[src/rtl/parking_lot_ctrl.sv]
// Occupancy controller for a car park shared by university and free cars.
// Capacity moves from university to free spaces in hourly steps in the afternoon.
module parking_lot_ctrl #(
    parameter int CYCLES_PER_HOUR  = 256,
    parameter int START_HOUR       = 8,
    parameter int UNI_CAP_BASE     = 500,
    parameter int FREE_CAP_BASE    = 200,
    parameter int CAP_STEP         = 50,
    parameter int SHIFT_FIRST_HOUR = 13,
    parameter int SHIFT_LAST_HOUR  = 16
) (
    input  logic       clk,
    input  logic       reset,
    input  logic       car_entered,
    input  logic       is_uni_car_entered,
    input  logic       car_exited,
    input  logic       is_uni_car_exited,
    output logic [8:0] uni_parked_car,
    output logic [8:0] parked_car,
    output logic [8:0] uni_vacated_space,
    output logic [8:0] vacated_space,
    output logic       uni_is_vacated_space,
    output logic       is_vacated_space,
    output logic       illegal_enter,
    output logic       illegal_exit
);

    localparam int CW = (CYCLES_PER_HOUR > 1) ? $clog2(CYCLES_PER_HOUR) : 1;
    localparam logic [CW-1:0] LAST_CYCLE = CW'(CYCLES_PER_HOUR - 1);
    localparam logic [4:0]    START_HR   = 5'(START_HOUR);
    localparam logic [4:0]    LAST_HR    = 5'd23;

    logic [CW-1:0] cycle_q, cycle_d;
    logic [4:0]    hour_q, hour_d;
    logic [8:0]    uniParked_q, uniParked_d;
    logic [8:0]    freeParked_q, freeParked_d;
    logic          illegalEnter_q, illegalEnter_d;
    logic          illegalExit_q, illegalExit_d;

    logic [8:0] uniCap, freeCap, uniVac, freeVac;
    logic       uniEnterOk, freeEnterOk, uniExitOk, freeExitOk;
    int         shiftSteps;

    // Vacancy saturates at zero when a capacity shift leaves more cars than spaces.
    always_comb begin
        shiftSteps = 0;
        for (int h = SHIFT_FIRST_HOUR; h <= SHIFT_LAST_HOUR; h++) begin
            if (int'(hour_q) >= h) shiftSteps = shiftSteps + 1;
        end
        uniCap  = 9'(UNI_CAP_BASE - shiftSteps * CAP_STEP);
        freeCap = 9'(FREE_CAP_BASE + shiftSteps * CAP_STEP);
        uniVac  = (uniCap > uniParked_q) ? (uniCap - uniParked_q) : '0;
        freeVac = (freeCap > freeParked_q) ? (freeCap - freeParked_q) : '0;
    end

    always_comb begin
        uniEnterOk  = car_entered && is_uni_car_entered && (uniVac != '0);
        freeEnterOk = car_entered && !is_uni_car_entered && (freeVac != '0);
        uniExitOk   = car_exited && is_uni_car_exited && (uniParked_q != '0);
        freeExitOk  = car_exited && !is_uni_car_exited && (freeParked_q != '0);

        uniParked_d    = uniParked_q + 9'(uniEnterOk) - 9'(uniExitOk);
        freeParked_d   = freeParked_q + 9'(freeEnterOk) - 9'(freeExitOk);
        illegalEnter_d = car_entered && !(uniEnterOk || freeEnterOk);
        illegalExit_d  = car_exited && !(uniExitOk || freeExitOk);

        cycle_d = cycle_q + 1'b1;
        hour_d  = hour_q;
        if (cycle_q == LAST_CYCLE) begin
            cycle_d = '0;
            if (hour_q != LAST_HR) hour_d = hour_q + 5'd1;
        end
    end

    always_ff @(posedge clk or negedge reset) begin
        if (!reset) begin
            cycle_q        <= '0;
            hour_q         <= START_HR;
            uniParked_q    <= '0;
            freeParked_q   <= '0;
            illegalEnter_q <= 1'b0;
            illegalExit_q  <= 1'b0;
        end else begin
            cycle_q        <= cycle_d;
            hour_q         <= hour_d;
            uniParked_q    <= uniParked_d;
            freeParked_q   <= freeParked_d;
            illegalEnter_q <= illegalEnter_d;
            illegalExit_q  <= illegalExit_d;
        end
    end

    assign uni_parked_car       = uniParked_q;
    assign parked_car           = freeParked_q;
    assign uni_vacated_space    = uniVac;
    assign vacated_space        = freeVac;
    assign uni_is_vacated_space = (uniVac != '0);
    assign is_vacated_space     = (freeVac != '0);
    assign illegal_enter        = illegalEnter_q;
    assign illegal_exit         = illegalExit_q;

endmodule

[config.mk]
export PLATFORM = sky130hd
export DESIGN_NAME = parking_lot_ctrl
export DESIGN_NICKNAME = d
export VERILOG_FILES = /design/src/rtl/parking_lot_ctrl.sv
export SDC_FILE = /design/constraint.sdc
export NUM_CORES = 1
export LEC_CHECK = 0
export ABC_CLOCK_PERIOD_IN_PS = 21100
export CAP_MARGIN = 10
export CORE_UTILIZATION = 40
export CTS_CLUSTER_SIZE = 24
export DETAILED_ROUTE_END_ITERATION = 8
export GPL_TIMING_DRIVEN = 1
export PLACE_DENSITY = 0.67
export SLEW_MARGIN = 5
export SYNTH_ARGS = -nofsm -noshare
export SYNTH_HDL_FRONTEND = slang
export SYNTH_SLANG_ARGS = --single-unit
[constraint.sdc]
create_clock -name clk -period 21.1 [get_ports clk]
set_input_delay 5.275 -clock clk [delete_from_list [all_inputs] [get_ports clk]]
set_output_delay 5.275 -clock clk [all_outputs]
set_load 0.005 [all_outputs]
Word-level counts from Yosys, hierarchy flattened. Cells that the tools add are included.

Logic and storage cells: 56. Bits in registers: 33.

Magnitude comparators: 6. Add/subtract/negate cells: 13. Mux-type cells: 7. Equality and inequality tests: 2. Multipliers: 1. Reduce and logical (&&, ||, !) cells: 21.

Operators by type and width (count): $add 32x2->32 const B (3); $mux 32 (3); $reduce_bool 9->1 (4); $mul 32x6->8 const B (1); $add 9x1->9 (2); $gt 9x9->1 (2); $mux 9 (2); $sub 9x1->9 (2); $sub 9x9->9 (2); $ge 5x4->1 const B (3); $logic_and 1x1->1 (10); $add 9x9->9 const A (1); $sub 5x9->9 const A (1); $add 8x1->8 const B (1); $eq 8x8->1 const B (1); $mux 8 (1); $add 5x1->5 const B (1); $ge 5x5->1 const B (1); $ne 5x5->1 const B (1); $logic_not 1->1 (4); $logic_or 1x1->1 (2); $reduce_and 2->1 (1); $mux 1 (1).

Logic depth before layout (Yosys ltp).
Depth after elaboration: 17. Depth in mapped cells: 40. Mapped depth without buffers: 39.

Worst setup path before layout. Ideal clock, no wire load.

Kind: register to output. Start point: register hour_q[0]. End point: output uni_is_vacated_space. Path buffers: 0. Setup slack: 10998 ps. Data required time: 15825 ps. Cell stages (with the launch flop): 25. Arrival: 4827 ps. Path through: dfrtp_1 -> inv_1 -> ha_1 -> nor2_1 -> o21ai_0 -> inv_1 -> ha_1 -> xor2_1 -> ha_1 -> nand2_1 -> xor2_4 -> inv_1 -> ha_1 -> inv_1 -> ha_1 -> ha_1 -> and3_1 -> o21ai_0 -> xor2_1 -> ha_1 -> nand3_1 -> a21o_1 -> a21boi_0 -> o22ai_1 -> a41oi_1.

Longest elaborated chain between the ends: 13.

RTL lines: from (decl) (line 34) `logic [4:0] hour_q, hour_d;`; from (signal assigned) (line 85) `hour_q <= hour_d;`; $ge 5x4->1 (line 48) `if (int'(hour_q) >= h) shiftSteps = shiftSteps + 1;`; $mux 1 (line 48); $add 32x2->32 (line 48); $mux 32 (line 48); $add 32x2->32 (line 48); $mux 32 (line 48); $add 32x2->32 (line 48); $mux 32 * (line 48); $mul 32x6->8 * (line 50) `uniCap = 9'(UNI_CAP_BASE - shiftSteps * CAP_STEP);`; $sub 5x9->9 * (line 50); $sub 9x9->9 or $gt 9x9->1 (tied branches) (line 52) `uniVac = (uniCap > uniParked_q) ? (uniCap - uniParked_q) : '0;`; $mux 9 * (line 52); $reduce_bool 9->1 * (line 97) `assign uni_is_vacated_space = (uniVac != '0);`; to (decl) (line 22) `output logic uni_is_vacated_space,`.

Every way passes the cells marked *; elsewhere a longest branch is shown, timed or not.

Worst setup path in the final report. Ends and elaborated chain as after synthesis.

==> results_dict.tcl <==
set metrics [dict create \
    hpwl_um 5750 \
    numPortBuffers 45 \
    synthArstFlopShare_pct 100 \
    cts_hold_buf 0 \
    hold_depth 1 \
    wl_um 7150 \
    power.density_nw_per_um2 150 \
    cp-end-kind "output pin" \
    slew_violations 0 \
    antenna_left 0 \
    ir_drop_mv 0.0642 \
    r2r_cells 37 \
    fillers 794 \
    finalHoldViolations 0 \
    drv_cap 0 \
    grtUsageTotal_pct 17.7 \
    outcome "completed" \
    synth_commonest_cells "61 x ha_1, 42 x nor2_1, 41 x inv_1" \
    r2r-end "uni_parked_car[8]$_DFF_PN0_" \
    cp.required_ps 15830 \
    die_h_um 94.0 \
    drive_gt1_share_pct 4.18 \
    netlist_instances 382 \
    holdPathEnd "cycle_q[6]$_DFF_PN0_" \
    fmax_ghz 0.0869 \
    cts.clk_slew.worst_paths_ps 70 \
    dieArea_um2 8830 \
    utilization_pct 49.2 \
    die_w_um 94.0 \
    drt-initial-drc-count 104 \
    rsz0062_at_grt "no" \
    crit_slowest_cell "clkdlybuf4s50_1" \
    diodes 0 \
    synth-seq-area-share_pct 24.4 \
    start_kind "register" \
    synth_flop_cell "dfrtp_1" \
    cts_sinks 33 \
    slew_headroom_pct 54.3 \
    critical_path_class "register to output pin" \
    vias_per_cell 5.07 \
    power.total_mw 0.606 \
    synth_nets 453 \
    hold_ws_ps 474 \
    antenna_found_initial 0 \
    yosysWarnings 0 \
    postCtsSetupBuffers 0 \
    gp_congestion 0.879 \
    critPathLaunch "hour_q[0]$_DFFE_PN0P_" \
    cts-htree-levels 2 \
    setup_tns_ps 0 \
    core_area_um2 8220 \
    period_share_pct 54.5 \
    numCtsBuffers 5 \
    overflow 0 \
    min_from "cycle_q[6]$_DFF_PN0_" \
    synth_seq_cells 33 \
    crit_arrival_ps 6230 \
    synth_area_per_cell_um2 8.86 \
    yosysMostFrequentCell "ha_1" \
    p_leak_nw 1.90 \
    r2r_setup_slack_ps 13440 \
    initial_core_util_pct 41.2 \
    worst_path_largest_cell_delay_ps 580 \
    core.rowCount 33 \
    path_delay_family "adder cells" \
    grt_pass1_wl_um 12300 \
    syn_to_final_growth_pct 19.5 \
    nNetsFinal 501 \
    synth_area_leaders "dfrtp_1 24%, ha_1 23%, xor2_1 8.0%" \
    tritoncts "yes" \
    cts_root_buf "clkbuf_8" \
    cts_resized 0 \
    post_drt_wl_per_cell_um 13.3 \
    synth_edf_count 0 \
    syn_area_um2 3380 \
    drc_errors 0 \
    critical_path.max_fanout 10 \
    clock_path_buffers 2 \
    cp_common_cell "ha_1" \
    clock_latency_ps 280 \
    hold_path_class "register to register" \
    yosys.area.top_type "dfrtp_1" \
    first_pass_iters 4 \
    worst-path-buf-inv 5 \
    routed-via-count 2717 \
    grt_max_degree 34 \
    setup_viol 0 \
    io_pins 46 \
    fin_crit_ps 11500 \
    worstReg2RegStart "hour_q[0]$_DFFE_PN0P_" \
    grt_pass1_vias 2698 \
    worst_slew_pin_slew_ps 686 \
    clock_skew_ps 5.16 \
    synth.top_cell.area_share_pct 23.7 \
    synth.distinct_cells 49 \
]
==> registers in the layout, summed over array words and instances, names as in the netlist <==
signal / flops
parked_car: 9
illegal_exit: 1
cycle_q: 8
uni_parked_car: 9
hour_q: 5
illegal_enter: 1
==> worst max path at each step <==
stage	slack (ps)	end	depth (start not counted)
2_1_floorplan	11000	uni_is_vacated_space	24
3_3_place_gp	10010	uni_is_vacated_space	25
3_5_place_dp	9880	uni_is_vacated_space	25
4_1_cts	9530	uni_is_vacated_space	25
5_1_grt	9020	uni_is_vacated_space	25
6_report	9600	uni_is_vacated_space	25
==> power breakdown <==
group	switching (mW)	total, mW	internal (mW)
combinational	0.218	0.448	0.230
sequential	0.0210	0.108	0.0869
clock	0.0237	0.0503	0.0266
total	0.263	0.606	0.343
==> logic make-up (layout without fill, tap and decap cells) <==
kind of cell / Yosys count / count (layout) / share of synthesized area (%)
other: 1 / 1 / 0.111
xor gates and xnor gates: 53 / 53 / 14.3
DFF: 33 / 33 / 24.4
adders and majority gates: 65 / 65 / 24.9
buffers and inverters: 47 / 96 / 5.25
and+or+nand+nor: 108 / 108 / 15.3
AOI/OAI and AO/OA: 75 / 75 / 15.7
==> layout make-up <==
type / instances / area [um^2] / share of cell area [%]
sequential: 33 / 827 / 20.5
inverter: 42 / 158 / 3.90
multi-input combinational: 302 / 2380 / 58.8
clock buffer: 8 / 90.1 / 2.23
tap: 105 / 131 / 3.25
timing repair buffer: 46 / 458 / 11.3
==> cell usage in the layout, fill, tap and decap left out, types with 4 or more instances in the layout <==
cell,Yosys,routed
xnor2_1,21,21
o21a_1,5,5
nor2_1,42,42
ha_1,61,61
fa_1,4,4
nor2b_1,7,7
nand2_1,21,21
dfrtp_1,32,32
nor3_1,11,11
clkbuf_8,0,6
a31oi_1,4,4
o21bai_1,6,6
o21ai_0,10,10
clkdlybuf4s50_1,0,45
a21oi_1,19,19
nand3_1,8,8
nand4_1,5,5
a21o_1,9,9
inv_1,41,41
xor2_1,31,31
==> per-layer routing <==
layer  vias to the layer above  track usage (%)  share of wire [%]
met2                        44             30.8                 48
met3                         7             3.24                3.3
met4                         0             4.23                1.4
li1                       1402                -                  -
met1                      1264             22.4                 48
met5                         -                0                  0
==> per-stage QoR <==
step                cell area (um^2)  instances  setup WS [ps]
floorplan                       3380        382          11000
global placement                3950        528          10010
detailed placement              3950        528           9880
CTS                             4040        536           9530
global route                    4040        536           9020
finish                          4040        536           9600
(Power assumes the default switching activity.)
